===== src/rtl/present_pkg.sv =====
// Shared definitions for the PRESENT decrypt controller: FSM encoding and job geometry.
package present_pkg;

   typedef enum logic [2:0] {
      S_IDLE,
      S_KEY,
      S_DATA,
      S_LOAD,
      S_WAIT,
      S_OUT
   } state_t;

   localparam int KEY_WORDS   = 3;
   localparam int DATA_WORDS  = 2;
   localparam int TIMEOUT_DEF = 96;

endpackage


===== src/rtl/present_dec_ctrl.sv =====
// Collects an 80-bit key and 64-bit block from a 32-bit stream, runs an external
// PRESENT decrypt core, and returns the plaintext (or a timeout error) on a handshake.
module present_dec_ctrl
   import present_pkg::*;
#(
   parameter int TIMEOUT = TIMEOUT_DEF
) (
   input  logic        clk,
   input  logic        rst,
   input  logic        in_valid,
   output logic        in_ready,
   input  logic [31:0] in_data,
   input  logic        key_reuse,
   output logic        core_load,
   output logic        core_ce,
   output logic [79:0] core_key,
   output logic [63:0] core_idat,
   input  logic        core_done,
   input  logic [63:0] core_odat,
   output logic        out_valid,
   input  logic        out_ready,
   output logic [63:0] out_data,
   output logic        out_err
);

   state_t      state, state_nx;
   logic [1:0]  idx, idx_nx;
   logic [6:0]  cnt;
   logic        key_loaded;
   logic        in_acc, out_hs, timeout_hit, reuse_hit;

   assign in_acc      = in_valid && in_ready;
   assign out_hs      = out_valid && out_ready;
   assign timeout_hit = (cnt == 7'(TIMEOUT - 1));
   assign reuse_hit   = key_reuse && key_loaded;

   always_comb begin
      state_nx = state;
      idx_nx   = idx;
      case (state)
         S_IDLE: if (in_acc) begin
            state_nx = reuse_hit ? S_DATA : S_KEY;
            idx_nx   = 2'd1;
         end
         S_KEY: if (in_acc) begin
            if (idx == 2'(KEY_WORDS - 1)) begin
               state_nx = S_DATA;
               idx_nx   = 2'd0;
            end else begin
               idx_nx = idx + 2'd1;
            end
         end
         S_DATA: if (in_acc) begin
            if (idx == 2'(DATA_WORDS - 1)) begin
               state_nx = S_LOAD;
               idx_nx   = 2'd0;
            end else begin
               idx_nx = idx + 2'd1;
            end
         end
         S_LOAD: state_nx = S_WAIT;
         S_WAIT: if (core_done || timeout_hit) state_nx = S_OUT;
         S_OUT:  if (out_hs) state_nx = S_IDLE;
         default: state_nx = S_IDLE;
      endcase
   end

   always_ff @(posedge clk) begin
      if (rst) begin
         state      <= S_IDLE;
         idx        <= 2'd0;
         cnt        <= 7'd0;
         key_loaded <= 1'b0;
         core_key   <= '0;
         core_idat  <= '0;
         out_data   <= '0;
         out_err    <= 1'b0;
         out_valid  <= 1'b0;
         in_ready   <= 1'b1;
         core_load  <= 1'b0;
         core_ce    <= 1'b0;
      end else begin
         state <= state_nx;
         idx   <= idx_nx;

         // Collection registers double as the core operands, so they stay
         // frozen once collection ends until the next job starts.
         if (in_acc) begin
            case (state)
               S_IDLE:
                  if (reuse_hit) core_idat[63:32] <= in_data;
                  else           core_key[79:48]  <= in_data;
               S_KEY:
                  if (idx == 2'd1) core_key[47:16] <= in_data;
                  else begin
                     core_key[15:0] <= in_data[15:0];
                     key_loaded     <= 1'b1;
                  end
               S_DATA:
                  if (idx == 2'd0) core_idat[63:32] <= in_data;
                  else             core_idat[31:0]  <= in_data;
               default: ;
            endcase
         end

         if (state == S_LOAD)      cnt <= 7'd0;
         else if (state == S_WAIT) cnt <= cnt + 7'd1;

         // core_done wins over a coinciding timeout
         if (state == S_WAIT) begin
            if (core_done) begin
               out_data <= core_odat;
               out_err  <= 1'b0;
            end else if (timeout_hit) begin
               out_data <= '0;
               out_err  <= 1'b1;
            end
         end

         // out_valid trails entry to OUT by one cycle, after the capture lands
         out_valid <= (state == S_OUT) && !out_hs;
         in_ready  <= (state_nx == S_IDLE) || (state_nx == S_KEY) || (state_nx == S_DATA);
         core_load <= (state_nx == S_LOAD);
         core_ce   <= (state_nx == S_LOAD) || (state_nx == S_WAIT);
      end
   end

endmodule


===== config.mk =====
export PLATFORM = sky130hd
export DESIGN_NAME = present_dec_ctrl
export DESIGN_NICKNAME = d
export VERILOG_FILES = /design/src/rtl/present_pkg.sv /design/src/rtl/present_dec_ctrl.sv
export SDC_FILE = /design/constraint.sdc
export NUM_CORES = 1
export LEC_CHECK = 0
export BUFFER_PORTS_ARGS = -buffer_cell sky130_fd_sc_hd__buf_2
export CAP_MARGIN = 20
export CELL_PAD_IN_SITES_DETAIL_PLACEMENT = 1
export CELL_PAD_IN_SITES_GLOBAL_PLACEMENT = 2
export CORE_MARGIN = 2
export CORE_UTILIZATION = 29
export DETAILED_ROUTE_END_ITERATION = 16
export PLACE_DENSITY_LB_ADDON = 0.1
export SETUP_SLACK_MARGIN = 0.15
export SLEW_MARGIN = 20
export SYNTH_ARGS = -nofsm -noshare
export SYNTH_HDL_FRONTEND = slang
export SYNTH_SLANG_ARGS = --single-unit

===== constraint.sdc =====
create_clock -name clk -period 3.4 [get_ports clk]
set_clock_uncertainty 0.1 [all_clocks]
set_input_delay 0.51 -clock clk [delete_from_list [all_inputs] [get_ports clk]]
set_output_delay 0.51 -clock clk [all_outputs]
set_load 0.01 [all_outputs]

; Yosys cells after proc, flatten, opt, wreduce, memory -nomap -nowiden
; Index checks and enable logic that the tools add are counted.
[totals]
regBits = 226
in_bits = 102
out_inout_bits = 213
[op_classes]
add_sub_neg = 2
eq_ne = 17
mux = 22
bitwise_logic = 3
reduce_logical = 23
[op_table]
columns = op, n
row1 = $mux 64, 2
row2 = $mux 32, 2
row3 = $pmux 32 s2, 1
row4 = $mux 3, 7
row5 = $pmux 3 s6, 1
row6 = $eq 3x2->1 const B, 4
row7 = $mux 2, 6
row8 = $reduce_and 3->1, 4
row9 = $ne 2x2->1 const B, 5
row10 = $eq 3x3->1 const B, 3
row11 = $reduce_and 4->1, 2
row12 = $add 7x1->7 const B, 1
row13 = $eq 7x7->1 const B, 1
row14 = $eq 3x1->1 const B, 2
row15 = $logic_not 3->1, 2
row16 = $pmux 2 s3, 1
row17 = $logic_and 1x1->1, 4
row18 = $logic_or 1x1->1, 4
row19 = $reduce_bool 2->1, 2
row20 = $not 1->1, 3
row21 = $reduce_bool 3->1, 1
row22 = $add 2x1->2 const B, 1
row23 = $eq 2x1->1 const B, 1
row24 = $eq 2x2->1 const B, 1
row25 = 5 further kinds, 6

; Depth between registers and ports, before layout
; Gate-level depths: netlist of run 1.
[depth]
depth_word = 7
mapped_depth = 7

; Worst setup path after synthesis of run 1
; No wires, ideal clock.
[synth_timing]
kind = register to register
from = reg state[2]
to = reg core_key[6]
arrival_ns = 1.635
setup_slack_ns = 1.537
stages_incl_launch_ff = 8
path_buffers = 3
synth_period_minus_slack_ns = 1.863
path_cell_list = dfxtp_1 > buf_6 > or3b_4 > or3b_1 > buf_6 > buf_6 > mux2i_1 > nor2_1
[synth_between]
elab_chain_len = 2
[synth_rtl]
columns = element, line_no
row1 = start: declaration, present_dec_ctrl.sv:26  ; state_t state, state_nx;
row2 = start signal: assignment, present_dec_ctrl.sv:83  ; state <= state_nx;
row3 = $eq 3x1->1, present_dec_ctrl.sv:89  ; case (state)
row4 = $reduce_and 3->1 (no source line), --
row5 = end signal: assignment, present_dec_ctrl.sv:96  ; core_key[15:0] <= in_data[15:0];
row6 = end: declaration, present_dec_ctrl.sv:16  ; output logic [79:0] core_key,
; No other way between the ends.
; A chain may end at the register's enable or synchronous reset.

; Worst setup path in the final report of run 1
[layout_timing]
from = reg state[0]
to = reg core_key[9]
; The elaborated chain is that of the path after synthesis.

==> impl_metrics.prom, run 1 <==
# TYPE chip_impl_metric gauge
chip_impl_info{name="endpoint_kind",value="flip-flop"} 1
chip_impl_info{name="holdCritStartpoint",value="out_ready"} 1
chip_impl_metric{name="setup_violating_endpoint_count_in_the_final_report",unit=""} 0
chip_impl_metric{name="leakage",unit="nW"} 5.02
chip_impl_metric{name="number_of_pins_exceeding_their_max_slew_limit_in_the_final_report",unit=""} 0
chip_impl_metric{name="syn-mean-instance-area",unit="µm²"} 8.48
chip_impl_metric{name="syn_area",unit="µm²"} 8130
chip_impl_metric{name="seq_area_frac_synth",unit=""} 0.556
chip_impl_metric{name="antenna_found_initial",unit=""} 5
chip_impl_info{name="hold-path-endpoint",value="out_valid"} 1
chip_impl_metric{name="cts_resized",unit=""} 0
chip_impl_info{name="tritoncts_clock_tree",value="yes"} 1
chip_impl_metric{name="placement.io_buffers",unit=""} 314
chip_impl_metric{name="post_route_cells_drive_above_1_share",unit=""} 0.298
chip_impl_metric{name="floorplan_core_area",unit="µm²"} 27700
chip_impl_metric{name="max_slew.worst_pin.slew",unit="ns"} 1.00
chip_impl_metric{name="postSynthRegisterBits",unit=""} 226
chip_impl_metric{name="rows",unit=""} 61
chip_impl_metric{name="path_clk_slew",unit="ns"} 0.06
chip_impl_metric{name="yosysTopAreaCellShare",unit=""} 0.556
chip_impl_info{name="netlist_top_cells_count",value="nand2_1, dfxtp_1, a21oi_1"} 1
chip_impl_metric{name="dieArea",unit="µm²"} 29400
chip_impl_metric{name="grt_pass1_vias",unit=""} 7603
chip_impl_metric{name="routedWlPerCell",unit="µm"} 17.2
chip_impl_metric{name="place.gp.congestion",unit=""} 0.715
chip_impl_metric{name="cts-buffers-inserted",unit=""} 27
chip_impl_metric{name="horiz_die_dim",unit="µm"} 171
chip_impl_metric{name="final_min_period_over_clock_period",unit=""} 0.723
chip_impl_metric{name="synthArstFlopShare",unit=""} 0
chip_impl_metric{name="power_density",unit="nW/µm²"} 549
chip_impl_info{name="top_routing_layer_in_use",value="met5"} 1
chip_impl_metric{name="met3_wirelength",unit="µm"} 2730
chip_impl_metric{name="residual_antenna_violating_net_count_after_detailed_routing",unit=""} 0
chip_impl_metric{name="yosys.cell_types.count",unit=""} 40
chip_impl_metric{name="dr_total_vias",unit=""} 7643
chip_impl_metric{name="io_pins",unit=""} 315
chip_impl_metric{name="cts_hold_repair.buffers",unit=""} 0
chip_impl_metric{name="hold_viol",unit=""} 0
chip_impl_metric{name="initialDrtViolationCount",unit=""} 293
chip_impl_info{name="worst_hold_path_type",value="in -> reg"} 1
chip_impl_metric{name="worstHoldPathCells",unit=""} 2
chip_impl_metric{name="final_net_count",unit=""} 1345
chip_impl_info{name="timing.setup.critical_path_class",value="reg -> reg"} 1
chip_impl_metric{name="num-fill-cells",unit=""} 3380
chip_impl_metric{name="post-dp-hpwl",unit="µm"} 19100
chip_impl_metric{name="grt_util_all_layers",unit=""} 0.185
chip_impl_info{name="crit-reg2reg-launch",value="state[0]"} 1
chip_impl_metric{name="synth-edff-count",unit=""} 0
chip_impl_metric{name="synthesis.nets",unit=""} 1062
chip_impl_metric{name="met2WireLength",unit="µm"} 12500
chip_impl_metric{name="fin_setup_tns",unit="ns"} 0
chip_impl_metric{name="multiInputGateArea",unit="µm²"} 3290
chip_impl_info{name="count_leader_synth",value="nand2_1"} 1
chip_impl_metric{name="ys_warnings",unit=""} 0
chip_impl_metric{name="detail_route.vias_per_cell",unit=""} 4.66
chip_impl_metric{name="cap_viol_max_count",unit=""} 0
chip_impl_metric{name="post_cts_buffers",unit=""} 0
chip_impl_metric{name="total_power",unit="mW"} 5.98
chip_impl_metric{name="ir_drop",unit="V"} 0.000327
chip_impl_metric{name="initial_core_util",unit=""} 0.293
chip_impl_metric{name="clock_sinks",unit=""} 226
chip_impl_info{name="setup.worst_path.start",value="state[0]"} 1
chip_impl_info{name="critical_path_launch_point_type",value="flip-flop"} 1
chip_impl_metric{name="cts.htree.levels",unit=""} 1
chip_impl_metric{name="layout.area.seq",unit="µm²"} 4520
chip_impl_metric{name="first_pass_iters",unit=""} 4
chip_impl_metric{name="maxSlewHeadroom",unit=""} 0.332
chip_impl_info{name="unrepaired_setup_endpoints_after_global_routing",value="false"} 1
chip_impl_metric{name="r2r.worst_path.cells",unit=""} 4
chip_impl_info{name="cts.root.buffer_cell",value="clkbuf_16"} 1
chip_impl_metric{name="synthCells",unit=""} 959
chip_impl_metric{name="chipHeight",unit="µm"} 171
chip_impl_metric{name="area_growth_syn_to_layout",unit="%"} 34.0
chip_impl_metric{name="post-route-drc-count",unit=""} 0
chip_impl_metric{name="critPathRequiredTime",unit="ns"} 3.67
chip_impl_info{name="synth_area_leaders",value="dfxtp_1, nand2_1, a21oi_1"} 1
chip_impl_info{name="synth_top_flop_cell",value="dfxtp_1"} 1
chip_impl_metric{name="worst_skew_pair.late_latency",unit="ns"} 0.52
chip_impl_info{name="r2r-end",value="core_key[9]"} 1
chip_impl_metric{name="globalRoute.totalOverflow",unit=""} 0
chip_impl_metric{name="cp_data_arrival_time",unit="ns"} 2.73
chip_impl_metric{name="post-route-min-period",unit="ns"} 2.46
chip_impl_info{name="synth_area_leader",value="dfxtp_1"} 1
chip_impl_metric{name="wl",unit="µm"} 28200
chip_impl_metric{name="maximum_number_of_pins_on_one_net_before_global_route_repair",unit=""} 104
chip_impl_metric{name="maxClockFrequency",unit="MHz"} 407
chip_impl_metric{name="met1_length",unit="µm"} 12300
chip_impl_metric{name="grt_pass1_wl",unit="µm"} 43000
chip_impl_metric{name="critical_path_peak_fanout",unit=""} 17
chip_impl_metric{name="r2r_slack",unit="ns"} 0.94
chip_impl_metric{name="cts_max_path_buffers",unit=""} 3
chip_impl_info{name="run_status",value="completed"} 1
cell type report:
cell class / count / share of cell area
timing repair buffer: 328 / 0.159
sequential: 226 / 0.415
tap: 378 / 0.0434
inverter: 3 / 0.00103
multi-input combinational: 656 / 0.302
antenna: 3 / 0.000689
clock buffer: 42 / 0.0736
clock inverter: 5 / 0.00459
worst max path at each step:
stage / slack (ns) / end / cells after the start
2_1_floorplan: 1.54 / core_key[6] / 7
3_3_place_gp: 0.96 / core_key[9] / 4
3_5_place_dp: 0.95 / core_key[0] / 4
4_1_cts: 0.93 / core_key[9] / 4
5_1_grt: 0.76 / core_key[9] / 4
6_report: 0.94 / core_key[9] / 4
report_power, final:
group          total (mW)  internal, mW  switching [mW]
Clock                2.78          1.68            1.10
Combinational       0.446         0.168           0.278
Sequential           2.75          2.71          0.0399
logic make-up after synthesis:
logic type               after synthesis  synth area share
AND/OR/NAND/NOR                      419             0.218
flip-flops                           226             0.556
AO/OA/AOI/OAI                        179             0.114
buffers and inverters                 77            0.0415
multiplexers                          50            0.0617
XOR/XNOR                               7           0.00754
adder cells (fa/ha/maj)                1           0.00154
critical path: stages (launching register included):
cell     delay [ns]
dfxtp_1        0.61
or3b_4         0.47
or3b_1         0.78
mux2i_1        0.29
nor2_1         0.06
layout by cell type (no fill, tap or decap), types with 4 or more instances in the layout:
master	synthesis	routed
buf_12	0	4
nand2b_1	4	4
mux2i_1	49	49
nand2_1	265	264
nand4_1	4	4
clkbuf_16	0	27
clkbuf_1	48	8
o21ai_0	4	4
xor2_1	6	6
dfxtp_1	226	226
nand3_1	65	65
buf_2	15	313
a21oi_1	166	166
clkinv_2	0	4
buf_4	2	10
nor2_1	57	57
clkbuf_8	0	7
per-stage QoR:
step           utilization  setup slack, ns  instances  hold slack (ns)  cell area (µm²)
2_1_floorplan            -             1.54        959            0.348             8130
6_report             0.393            0.940       1641            0.119            10900
3_3_place_gp         0.362            0.955       1591            0.339            10000
3_5_place_dp         0.362            0.954       1591            0.344            10000
5_1_grt              0.393            0.764       1639            0.104            10900
4_1_cts              0.393            0.933       1638           0.0933            10900
metal layers:
metal,vias up,global-route usage
met4,2,0.0438
met5,-,0
met2,234,0.299
met3,33,0.0769
met1,3620,0.230
li1,3754,-
sequential cells by signal, summed over array words and instances, names as in the netlist:
name and cells:
key_loaded 1, core_idat 64, in_ready 1, out_valid 1
state 3, out_err 1, core_load 1, core_key 80
out_data 64, core_ce 1, cnt 7, idx 2
Note: power is estimated with default switching activity, not from simulation.
==> run 2, diff against run 1 <==
--- a/config.mk
+++ b/config.mk
@@ -5,12 +5,13 @@
 export SDC_FILE = /design/constraint.sdc
 export NUM_CORES = 1
 export LEC_CHECK = 0
+export ABC_AREA = 1
 export BUFFER_PORTS_ARGS = -buffer_cell sky130_fd_sc_hd__buf_2
 export CAP_MARGIN = 20
 export CELL_PAD_IN_SITES_DETAIL_PLACEMENT = 1
 export CELL_PAD_IN_SITES_GLOBAL_PLACEMENT = 2
 export CORE_MARGIN = 2
-export CORE_UTILIZATION = 29
+export CORE_UTILIZATION = 26
 export DETAILED_ROUTE_END_ITERATION = 16
 export PLACE_DENSITY_LB_ADDON = 0.1
 export SETUP_SLACK_MARGIN = 0.15
==> constraint.sdc (replaced) <==
create_clock -name clk -period 2.55 [get_ports clk]
set_clock_uncertainty 0.1 [all_clocks]
set_input_delay 0.3825 -clock clk [delete_from_list [all_inputs] [get_ports clk]]
set_output_delay 0.3825 -clock clk [all_outputs]
set_load 0.01 [all_outputs]
==> run 2 against run 1 <==
  * Combinational power increased by 120%
  * Sequential cell count unchanged
  * Core utilization decreased by 2.4 points
  * Register-to-register slack got worse by 0.28 ns
  * Total power increased by 43%
  * Largest power group unchanged
  * Synthesized cell count increased by 11%
  * Critical endpoint is now core_idat[6]
  * Non-clock buffer count increased by 60
==> impl_metrics.prom, run 2 <==
# TYPE chip_impl_metric gauge
chip_impl_metric{name="ir_drop",unit="V"} 0.000418
chip_impl_metric{name="leakage",unit="nW"} 5.23
chip_impl_metric{name="io_pins",unit=""} 315
chip_impl_metric{name="post_route_cells_drive_above_1_share",unit=""} 0.271
chip_impl_metric{name="power_density",unit="nW/µm²"} 737
chip_impl_metric{name="cp_data_arrival_time",unit="ns"} 2.25
chip_impl_metric{name="dpl_cell_area",unit="µm²"} 10200
chip_impl_metric{name="power_frac_seq",unit=""} 0.442
chip_impl_metric{name="synthesis.nets",unit=""} 1169
chip_impl_metric{name="seq_area_frac_synth",unit=""} 0.548
chip_impl_metric{name="place.gp.congestion",unit=""} 0.741
chip_impl_metric{name="final_min_period_over_clock_period",unit=""} 0.742
chip_impl_info{name="synth_area_leader",value="dfxtp_1"} 1
chip_impl_metric{name="synthCells",unit=""} 1066
chip_impl_info{name="largestRegisters",value="core_key (80), core_idat (64), out_data (64)"} 1
chip_impl_info{name="final_common_cell",value="buf_2"} 1
chip_impl_metric{name="clock_sinks",unit=""} 226
chip_impl_metric{name="hold_slack",unit="ns"} 0.0159
chip_impl_info{name="netlist_top_cells_count",value="nor2_1, dfxtp_1, nand2_1"} 1
chip_impl_info{name="unrepaired_setup_endpoints_after_global_routing",value="false"} 1
chip_impl_metric{name="floorplan_core_area",unit="µm²"} 31400
chip_impl_metric{name="critical_path_peak_fanout",unit=""} 20
chip_impl_metric{name="post_cts_buffers",unit=""} 0
chip_impl_info{name="critical_path_launch_point_type",value="flip-flop"} 1
chip_impl_metric{name="p_int",unit="mW"} 6.34
chip_impl_metric{name="r2r_slack",unit="ns"} 0.66
chip_impl_info{name="run_status",value="completed"} 1
chip_impl_metric{name="horiz_die_dim",unit="µm"} 182
chip_impl_metric{name="postSynthRegisterBits",unit=""} 226
chip_impl_metric{name="yosys.cell_types.count",unit=""} 28
chip_impl_metric{name="r2r.worst_path.cells",unit=""} 7
chip_impl_metric{name="path_clk_slew",unit="ns"} 0.06
chip_impl_metric{name="critPathRequiredTime",unit="ns"} 2.91
chip_impl_metric{name="grt_pass1_wl",unit="µm"} 47600
chip_impl_metric{name="post-route-min-period",unit="ns"} 1.89
chip_impl_metric{name="cts_max_path_buffers",unit=""} 3
chip_impl_metric{name="wl",unit="µm"} 30600
chip_impl_metric{name="initial_core_util",unit=""} 0.263
chip_impl_metric{name="largest_register_ffs",unit=""} 80
chip_impl_info{name="regMostFlops",value="core_key"} 1
chip_impl_metric{name="initialDrtViolationCount",unit=""} 333
chip_impl_info{name="holdCritStartpoint",value="core_odat[61]"} 1
chip_impl_info{name="synth_top_flop_cell",value="dfxtp_1"} 1
chip_impl_metric{name="cap_viol_max_count",unit=""} 0
chip_impl_metric{name="yosysTopAreaCellShare",unit=""} 0.548
chip_impl_info{name="r2r-end",value="core_idat[6]"} 1
chip_impl_info{name="count_leader_synth",value="nor2_1"} 1
chip_impl_metric{name="post-route-drc-count",unit=""} 0
chip_impl_metric{name="maxSlewHeadroom",unit=""} 0.459
chip_impl_metric{name="p_clk_frac",unit=""} 0.443
chip_impl_metric{name="detail_route.vias_per_cell",unit=""} 4.44
chip_impl_metric{name="switching_power_share_of_the_total",unit=""} 0.258
chip_impl_metric{name="final_net_count",unit=""} 1519
chip_impl_metric{name="globalRoute.totalOverflow",unit=""} 0
chip_impl_metric{name="num-fill-cells",unit=""} 3855
chip_impl_info{name="setup.worst_path.start",value="state[1]"} 1
chip_impl_metric{name="first_pass_iters",unit=""} 4
chip_impl_metric{name="syn-mean-instance-area",unit="µm²"} 7.75
chip_impl_info{name="tritoncts_clock_tree",value="yes"} 1
chip_impl_metric{name="dieArea",unit="µm²"} 33200
chip_impl_metric{name="antenna_found_initial",unit=""} 2
chip_impl_info{name="crit-reg2reg-launch",value="state[1]"} 1
chip_impl_metric{name="cts.htree.levels",unit=""} 1
chip_impl_metric{name="ys_warnings",unit=""} 0
chip_impl_metric{name="chipHeight",unit="µm"} 182
chip_impl_metric{name="post-dp-hpwl",unit="µm"} 20700
chip_impl_metric{name="number_of_pins_exceeding_their_max_slew_limit_in_the_final_report",unit=""} 0
chip_impl_metric{name="routedWlPerCell",unit="µm"} 16.7
chip_impl_metric{name="post_route_design_area",unit="µm²"} 11600
chip_impl_info{name="timing.setup.critical_path_class",value="reg -> reg"} 1
chip_impl_metric{name="max_slew.worst_pin.slew",unit="ns"} 0.812
chip_impl_metric{name="fin_setup_tns",unit="ns"} 0
chip_impl_metric{name="synth-edff-count",unit=""} 0
chip_impl_metric{name="grt_util_all_layers",unit=""} 0.180
chip_impl_metric{name="syn_area",unit="µm²"} 8260
chip_impl_metric{name="residual_antenna_violating_net_count_after_detailed_routing",unit=""} 0
chip_impl_info{name="endpoint_kind",value="flip-flop"} 1
chip_impl_metric{name="dr_total_vias",unit=""} 8154
chip_impl_info{name="synth_area_leaders",value="dfxtp_1, nor2_1, nand2_1"} 1
chip_impl_info{name="cts.root.buffer_cell",value="clkbuf_16"} 1
chip_impl_metric{name="rows",unit=""} 65
chip_impl_metric{name="part_of_the_power_in_combinational_logic",unit=""} 0.115
chip_impl_metric{name="setup_violating_endpoint_count_in_the_final_report",unit=""} 0
chip_impl_info{name="worst_setup_path_endpoint",value="core_idat[6]"} 1
chip_impl_metric{name="cts_resized",unit=""} 0
chip_impl_metric{name="worst_skew_pair.late_latency",unit="ns"} 0.53
chip_impl_metric{name="maximum_number_of_pins_on_one_net_before_global_route_repair",unit=""} 71
chip_impl_metric{name="cts-buffers-inserted",unit=""} 28
chip_impl_metric{name="hold_viol",unit=""} 0
chip_impl_metric{name="grt_pass1_vias",unit=""} 8201
chip_impl_metric{name="area_growth_syn_to_layout",unit="%"} 40.5
chip_impl_metric{name="maxClockFrequency",unit="MHz"} 529
chip_impl_metric{name="total_power",unit="mW"} 8.55
chip_impl_metric{name="cts_hold_repair.buffers",unit=""} 57
chip_impl_metric{name="net-switching-power",unit="mW"} 2.21
chip_impl_metric{name="synthArstFlopShare",unit=""} 0
chip_impl_info{name="worst_hold_path_type",value="in -> reg"} 1
chip_impl_metric{name="placement.io_buffers",unit=""} 314
chip_impl_info{name="most_used_cells_in_the_layout_excluding_fill_and_tap_cells",value="buf_2, nor2_1, dfxtp_1"} 1
## run 2: layout make-up
class / instances / area (µm²) / area share
inverters: 23 / 90.1 / 0.00776
repair buffers: 388 / 2310 / 0.199
flip-flops and latches: 226 / 4520 / 0.390
multi-input cells: 749 / 3300 / 0.285
clock inverters: 3 / 18.8 / 0.00162
diodes: 1 / 2.50 / 0.000216
well taps: 402 / 503 / 0.0433
clock buffers: 45 / 856 / 0.0737
## run 2: critical path, stage by stage, from the launching register on
cell	delay [ns]
dfxtp_1	0.49
nand2_1	0.09
nor2_1	0.20
nand3_2	0.29
inv_1	0.18
buf_4	0.29
nor2_1	0.07
nor2_1	0.10
## run 2: worst min path at each step
stage                   endpoint  cells past startpoint
floorplan             key_loaded                      2
global placement         out_err                      2
detailed placement  out_data[44]                      2
CTS                 out_data[32]                      3
global route        out_data[32]                      3
finish              out_data[61]                      3
## run 2: kinds of logic after synthesis
logic type,count (synthesis),synth area share
simple gates,548,0.273
flops,226,0.548
fa+ha+maj,1,0.00151
compound gates,197,0.120
buf+inv,91,0.0541
xor+xnor,3,0.00318
## run 2: power by group through the flow
stage               sequential, mW  clock, mW  combinational [mW]
CTS                           3.78       3.93                1.00
global placement              3.85          0               0.925
detailed placement            3.86          0               0.932
floorplan                     3.92          0               0.430
global route                  3.80       4.09                1.10
finish                        3.78       3.79               0.984
## run 2: per-stage QoR
stage	util	cells	worst slack, ns
finish	0.370	1837	0.659
global route	0.370	1836	0.390
CTS	0.370	1836	0.609
detailed placement	0.324	1731	0.523
global placement	0.324	1731	0.623
floorplan	-	1066	1.05
## run 2: layer usage
metal | vias to the layer above | global-route usage | share of wire
li1 | 4112 | - | -
met1 | 3779 | 0.234 | 0.46
met2 | 229 | 0.297 | 0.45
met3 | 32 | 0.0505 | 0.070
met4 | 2 | 0.0377 | 0.015
met5 | - | 0 | 0.00042
